<file path="src/rtl/crc_rx_err_filter.sv">
// crc_rx_err_filter
// Sits behind the CRC32 receive decoder on the flit path. Good flits are
// buffered in a small FIFO toward a valid/ready consumer. Corrupted or
// overflowing flits trigger a retry request with the expected sequence
// number. Traffic is then dropped until the link layer signals replay start.
// The retry is re-requested every TIMEOUT cycles while waiting.
//
// Optional build macro: CRC_RX_STATS_EN
//   defined   -> saturating err/drop statistics counters are built
//   undefined -> counters are omitted and err_cnt_o/drop_cnt_o read as 0
module crc_rx_err_filter #(
  parameter int DATA_WIDTH = 512,
  parameter int DEPTH      = 4,
  parameter int SEQ_WIDTH  = 8,
  parameter int TIMEOUT    = 256,
  parameter int CNT_WIDTH  = 16
) (
  input  logic                  clk,
  input  logic                  rst,
  input  logic                  valid_i,
  input  logic [DATA_WIDTH-1:0] data_i,
  input  logic                  detected_i,
  input  logic                  replay_start_i,
  output logic                  valid_o,
  output logic [DATA_WIDTH-1:0] data_o,
  input  logic                  ready_i,
  output logic                  retry_req_o,
  output logic [SEQ_WIDTH-1:0]  retry_seq_o,
  output logic                  state_o,
  output logic [CNT_WIDTH-1:0]  err_cnt_o,
  output logic [CNT_WIDTH-1:0]  drop_cnt_o
);

  localparam int AW = (DEPTH > 1) ? $clog2(DEPTH) : 1;
  localparam int TW = (TIMEOUT > 1) ? $clog2(TIMEOUT) : 1;
  localparam logic [AW:0]   DEPTH_C    = (AW+1)'(DEPTH);
  localparam logic [TW-1:0] TIMER_LAST = TW'(TIMEOUT - 1);

  typedef enum logic {
    S_NORMAL     = 1'b0,
    S_RETRY_WAIT = 1'b1
  } state_t;

  // FIFO storage and bookkeeping
  logic [DATA_WIDTH-1:0] r_mem [DEPTH];
  logic [AW-1:0]         r_wr_ptr;
  logic [AW-1:0]         r_rd_ptr;
  logic [AW:0]           r_count;

  // Control state
  state_t                r_state;
  logic                  r_retry_req;
  logic [SEQ_WIDTH-1:0]  r_retry_seq;
  logic [SEQ_WIDTH-1:0]  r_exp_seq;
  logic [TW-1:0]         r_timer;

  // Datapath decisions for the current cycle
  logic w_pop;
  logic w_push_legal;
  logic w_normal_rules;
  logic w_push;
  logic w_discard_normal;

  // A flit is judged by NORMAL rules either in NORMAL or on the replay-start
  // cycle, where it is the first replayed flit.
  assign w_pop            = (r_count != '0) && ready_i;
  assign w_push_legal     = (r_count < DEPTH_C) || w_pop;
  assign w_normal_rules   = (r_state == S_NORMAL) || replay_start_i;
  assign w_push           = valid_i && w_normal_rules && !detected_i && w_push_legal;
  assign w_discard_normal = valid_i && w_normal_rules && !w_push;

  // Head of FIFO drives the output; zero when nothing is buffered.
  assign valid_o = (r_count != '0);
  assign data_o  = valid_o ? r_mem[r_rd_ptr] : '0;

  assign retry_req_o = r_retry_req;
  assign retry_seq_o = r_retry_seq;
  assign state_o     = r_state;

  // FIFO storage write (no reset so it maps onto plain memory)
  always_ff @(posedge clk) begin
    if (w_push) begin
      r_mem[r_wr_ptr] <= data_i;
    end
  end

  // FIFO pointers and occupancy; full with simultaneous pop still accepts
  always_ff @(posedge clk) begin
    if (rst) begin
      r_wr_ptr <= '0;
      r_rd_ptr <= '0;
      r_count  <= '0;
    end else begin
      if (w_push) begin
        r_wr_ptr <= r_wr_ptr + 1'b1;
      end
      if (w_pop) begin
        r_rd_ptr <= r_rd_ptr + 1'b1;
      end
      case ({w_push, w_pop})
        2'b10:   r_count <= r_count + 1'b1;
        2'b01:   r_count <= r_count - 1'b1;
        default: r_count <= r_count;
      endcase
    end
  end

  // Retry FSM: sequence tracking, retry pulses, timeout re-requests
  always_ff @(posedge clk) begin
    if (rst) begin
      r_state     <= S_NORMAL;
      r_retry_req <= 1'b0;
      r_retry_seq <= '0;
      r_exp_seq   <= '0;
      r_timer     <= '0;
    end else begin
      r_retry_req <= 1'b0;
      if (w_push) begin
        r_exp_seq <= r_exp_seq + 1'b1;
      end
      if (w_discard_normal) begin
        // Corrupted or overflowing flit: ask for replay from the first
        // sequence number we have not accepted.
        r_retry_req <= 1'b1;
        r_retry_seq <= r_exp_seq;
        r_state     <= S_RETRY_WAIT;
        r_timer     <= '0;
      end else if (r_state == S_RETRY_WAIT) begin
        if (replay_start_i) begin
          // Replay beats a coinciding timeout; no pulse is issued.
          r_state <= S_NORMAL;
          r_timer <= '0;
        end else if (r_timer == TIMER_LAST) begin
          r_retry_req <= 1'b1;
          r_timer     <= '0;
        end else begin
          r_timer <= r_timer + 1'b1;
        end
      end
    end
  end

`ifdef CRC_RX_STATS_EN
  logic [CNT_WIDTH-1:0] r_err_cnt;
  logic [CNT_WIDTH-1:0] r_drop_cnt;
  logic                 w_err_inc;
  logic                 w_drop_inc;

  // Every flagged flit is an error; every flit not pushed is a drop.
  assign w_err_inc  = valid_i && detected_i;
  assign w_drop_inc = valid_i && !w_push;

  // Saturating statistics counters
  always_ff @(posedge clk) begin
    if (rst) begin
      r_err_cnt  <= '0;
      r_drop_cnt <= '0;
    end else begin
      if (w_err_inc && (r_err_cnt != '1)) begin
        r_err_cnt <= r_err_cnt + 1'b1;
      end
      if (w_drop_inc && (r_drop_cnt != '1)) begin
        r_drop_cnt <= r_drop_cnt + 1'b1;
      end
    end
  end

  assign err_cnt_o  = r_err_cnt;
  assign drop_cnt_o = r_drop_cnt;
`else
  assign err_cnt_o  = '0;
  assign drop_cnt_o = '0;
`endif

endmodule

</file>
<file path="config.mk">
export PLATFORM = sky130hd
export DESIGN_NAME = crc_rx_err_filter
export DESIGN_NICKNAME = d
export VERILOG_FILES = /design/src/rtl/crc_rx_err_filter.sv
export SDC_FILE = /design/constraint.sdc
export NUM_CORES = 2
export LEC_CHECK = 0
export CORE_AREA = 2 2 416 418
export DETAILED_ROUTE_END_ITERATION = 8
export DIE_AREA = 0 0 418 420
export GPL_TIMING_DRIVEN = 0
export PLACE_DENSITY = 0.79
export SYNTH_ARGS = -nofsm -noshare
export SYNTH_HDL_FRONTEND = slang
export SYNTH_SLANG_ARGS = --single-unit
</file>
<file path="constraint.sdc">
create_clock -name clk -period 14.2 [get_ports clk]
set_input_delay 1.42 -clock clk [delete_from_list [all_inputs] [get_ports clk]]
set_output_delay 1.42 -clock clk [all_outputs]
set_load 0.005 [all_outputs]
</file>
==> results.json <==
{
  "hold_violations": 0,
  "grt_max_degree": 58,
  "yosysTopAreaCell": "edfxtp_1",
  "maxCapViolCount": 0,
  "clockBufferDepth": 3,
  "synth_area_leaders": "edfxtp_1 78%, mux4_2 15%, and2_1 4.1%",
  "report.final.slew_viol_count": 0,
  "period_needed_ps": 6290,
  "p_leak_nw": 31.4,
  "rows": 152,
  "synth_warnings": 0,
  "async_flop_share": 0,
  "dp_hpwl_um": 142000,
  "drc": 0,
  "powerDensity_nw_per_um2": 173,
  "cp-end-kind": "primary output",
  "synth_ff_type": "edfxtp_1",
  "rsz0062_at_grt": "no",
  "synth_simple_gate_area_frac": 0.0451,
  "dr.pass1.iters": 6,
  "muxShareOfSynthArea": 0.148,
  "fillers": 11900,
  "final_cell_mix": "2048 x edfxtp_1, 1039 x clkdlybuf4s50_1, 514 x and2_1, 512 x mux4_2, 204 x clkbuf_16",
  "avgSynthCellArea_um2": 22.9,
  "insertion_delay_ps": 840,
  "crit_fanout": 10,
  "track_usage": 0.232,
  "drive_gt1_frac": 0.187,
  "pin_count": 1073,
  "setup-violations-final": 0,
  "holdWs_ps": 493,
  "cts_setup_buffers": 0,
  "path_cells": "clkbuf_1 -> clkbuf_2 -> buf_1 -> mux4_2 -> and2_1 -> clkdlybuf4s50_1",
  "synthAdderAreaFrac": 0.00137,
  "die_area_um2": 176000,
  "ctsHoldBuffers": 0,
  "grt_pass1_vias": 41300,
  "syn_to_final_growth_pct": 26.6,
  "viasPerCell": 5.60,
  "synth_compound_area_frac": 0.00284,
  "max_slew_margin": 0.172,
  "grt_overflow": 0,
  "ir_drop_mv": 0.146,
  "yosysSeqAreaShare": 0.790,
  "path_delay_family": "buffers and inverters",
  "utilization": 0.583,
  "core_um2": 171000,
  "nNetsFinal": 5287,
  "root_buffer": "clkbuf_16",
  "startpoint_type": "flop",
  "period_share": 0.443,
  "synth_xor_area_frac": 0.000667,
  "vias": 40600,
  "numCtsBuffers": 203,
  "tightest_slew_ps": 1240,
  "status": "completed",
  "dp_slack_ps": 8450,
  "worstPathRequired_ps": 12780,
  "cts.clk_slew.worst_paths_ps": 60,
  "crit_buf_inv": 4,
  "synth_enable_flop_cells": 2048,
  "cp.arrival_ps": 4870,
  "postRouteAntennaNets": 0,
  "antenna_found_initial": 87,
  "grt_pass1_wl_um": 291000,
  "crit_type": "reg -> out",
  "synthDistinctLibCells": 42,
  "port_buffers": 1039,
  "ctsResizeCount": 0,
  "cts_max_level": 4,
  "slowest_delay_ps": 770,
  "first_iter_violations": 4136,
  "ys_ff_latch": 2083,
  "die_w_um": 418,
  "timing.setup.tns_ps": 0,
  "finalWorstSetupSlack_ps": 7910,
  "synth_top_area_share": 0.781,
  "clock.fmax_ghz": 0.159,
  "cts_tree": "built",
  "synth_top_family_by_area": "multiplexers",
  "gp_routability_congestion": 0.870,
  "cts.sinks": 2083,
  "die_y_um": 420,
  "layout_commonest_cell": "edfxtp_1",
  "wl_um": 208000,
  "finClkSkew_ps": 28.0,
  "wl_per_cell_um": 28.8,
  "min_path_type": "reg -> reg",
  "crit_slowest_cell": "buf_1",
  "initial_core_util": 0.461,
  "synth_area_um2": 78800,
  "netlist_instances": 3446
}
-- sequential cells by signal (all words and copies together) (netlist names), named ones only --
signal / cells
r_mem: 2048
state_o: 1
retry_seq_o: 8
r_rd_ptr: 2
retry_req_o: 1
r_wr_ptr: 2
r_exp_seq: 8
r_timer: 8
r_count: 3
-- worst register-to-register path, delay by kind of cell (launching register included) --
kind,cells,cell delay [ps]
buffers and inverters,5,1700
and+or+nand+nor,3,1470
DFF,1,400
-- cell usage after synthesis, types with 4 or more instances --
cell	instances
o31ai_1	4
and2_1	518
buf_4	33
nand3_1	5
ha_1	7
buf_1	33
nor2_1	21
mux4_2	512
or4_1	4
a21oi_1	14
clkbuf_1	90
mux2i_1	8
edfxtp_1	2048
nand2_1	6
buf_2	53
o21ai_0	6
dfxtp_1	35
or3_1	4
inv_1	8
-- area by class of cell --
class	count	area [um^2]	share of cell area
Inverter	9	33.8	0.000339
Timing Repair Buffer	1079	11500	0.115
Antenna cell	72	180	0.00181
Multi-Input combinational cell	1176	15700	0.157
Sequential cell	2083	62200	0.624
Clock buffer	258	5350	0.0536
Buffer	209	978	0.00981
Clock inverter	120	1030	0.0103
Tap cell	2233	2790	0.0280
-- per-stage QoR --
stage | power, mW | instances | instance area [um^2]
global placement | 12.3 | 6749 | 92100
floorplan | 9.41 | 3477 | 78900
detailed placement | 12.2 | 6789 | 93200
global route | 17.9 | 7229 | 99700
CTS | 17.4 | 7167 | 99600
finish | 17.3 | 7239 | 99800
-- path summary, 6_finish.rpt --
kind,from,depth (start not counted),to,slack (ps)
min,r_timer[2]$_SDFFE_PP0P_,2,r_timer[2]$_SDFFE_PP0P_,490
max reg2reg,state_o$_SDFF_PP0_,8,r_mem[2][346]$_DFFE_PP_,10210
max,flop,6,data_o[92],7910
min reg2reg,r_timer[2]$_SDFFE_PP0P_,2,r_timer[2]$_SDFFE_PP0P_,490
-- routing by layer --
| layer | vias up | track usage | routed length, um |
|---|---|---|---|
| met5 | - | 0 | 133 |
| met4 | 20 | 0.149 | 13400 |
| met3 | 515 | 0.0670 | 18600 |
| met2 | 2198 | 0.364 | 102000 |
| met1 | 21000 | 0.282 | 74100 |
| li1 | 16800 | - | - |
-- cell families (layout without fill, tap and decap cells) --
family,Yosys count,after routing
multiplexers,521,521
other,1,104
AND/OR/NAND/NOR,573,573
XOR/XNOR,6,6
buffers and inverters,218,1675
flip-flops,2083,2083
AO/OA/AOI/OAI,36,36
adder cells (fa/ha/maj),8,8
-- report_power, final --
group	leakage (nW)	total, mW	internal [mW]	switching (mW)
Combinational	9.44	5.12	2.65	2.47
Clock	3.09	5.16	2.87	2.29
Sequential	18.9	6.99	6.95	0.0432
No activity file was read; power rests on OpenSTA's default activity.
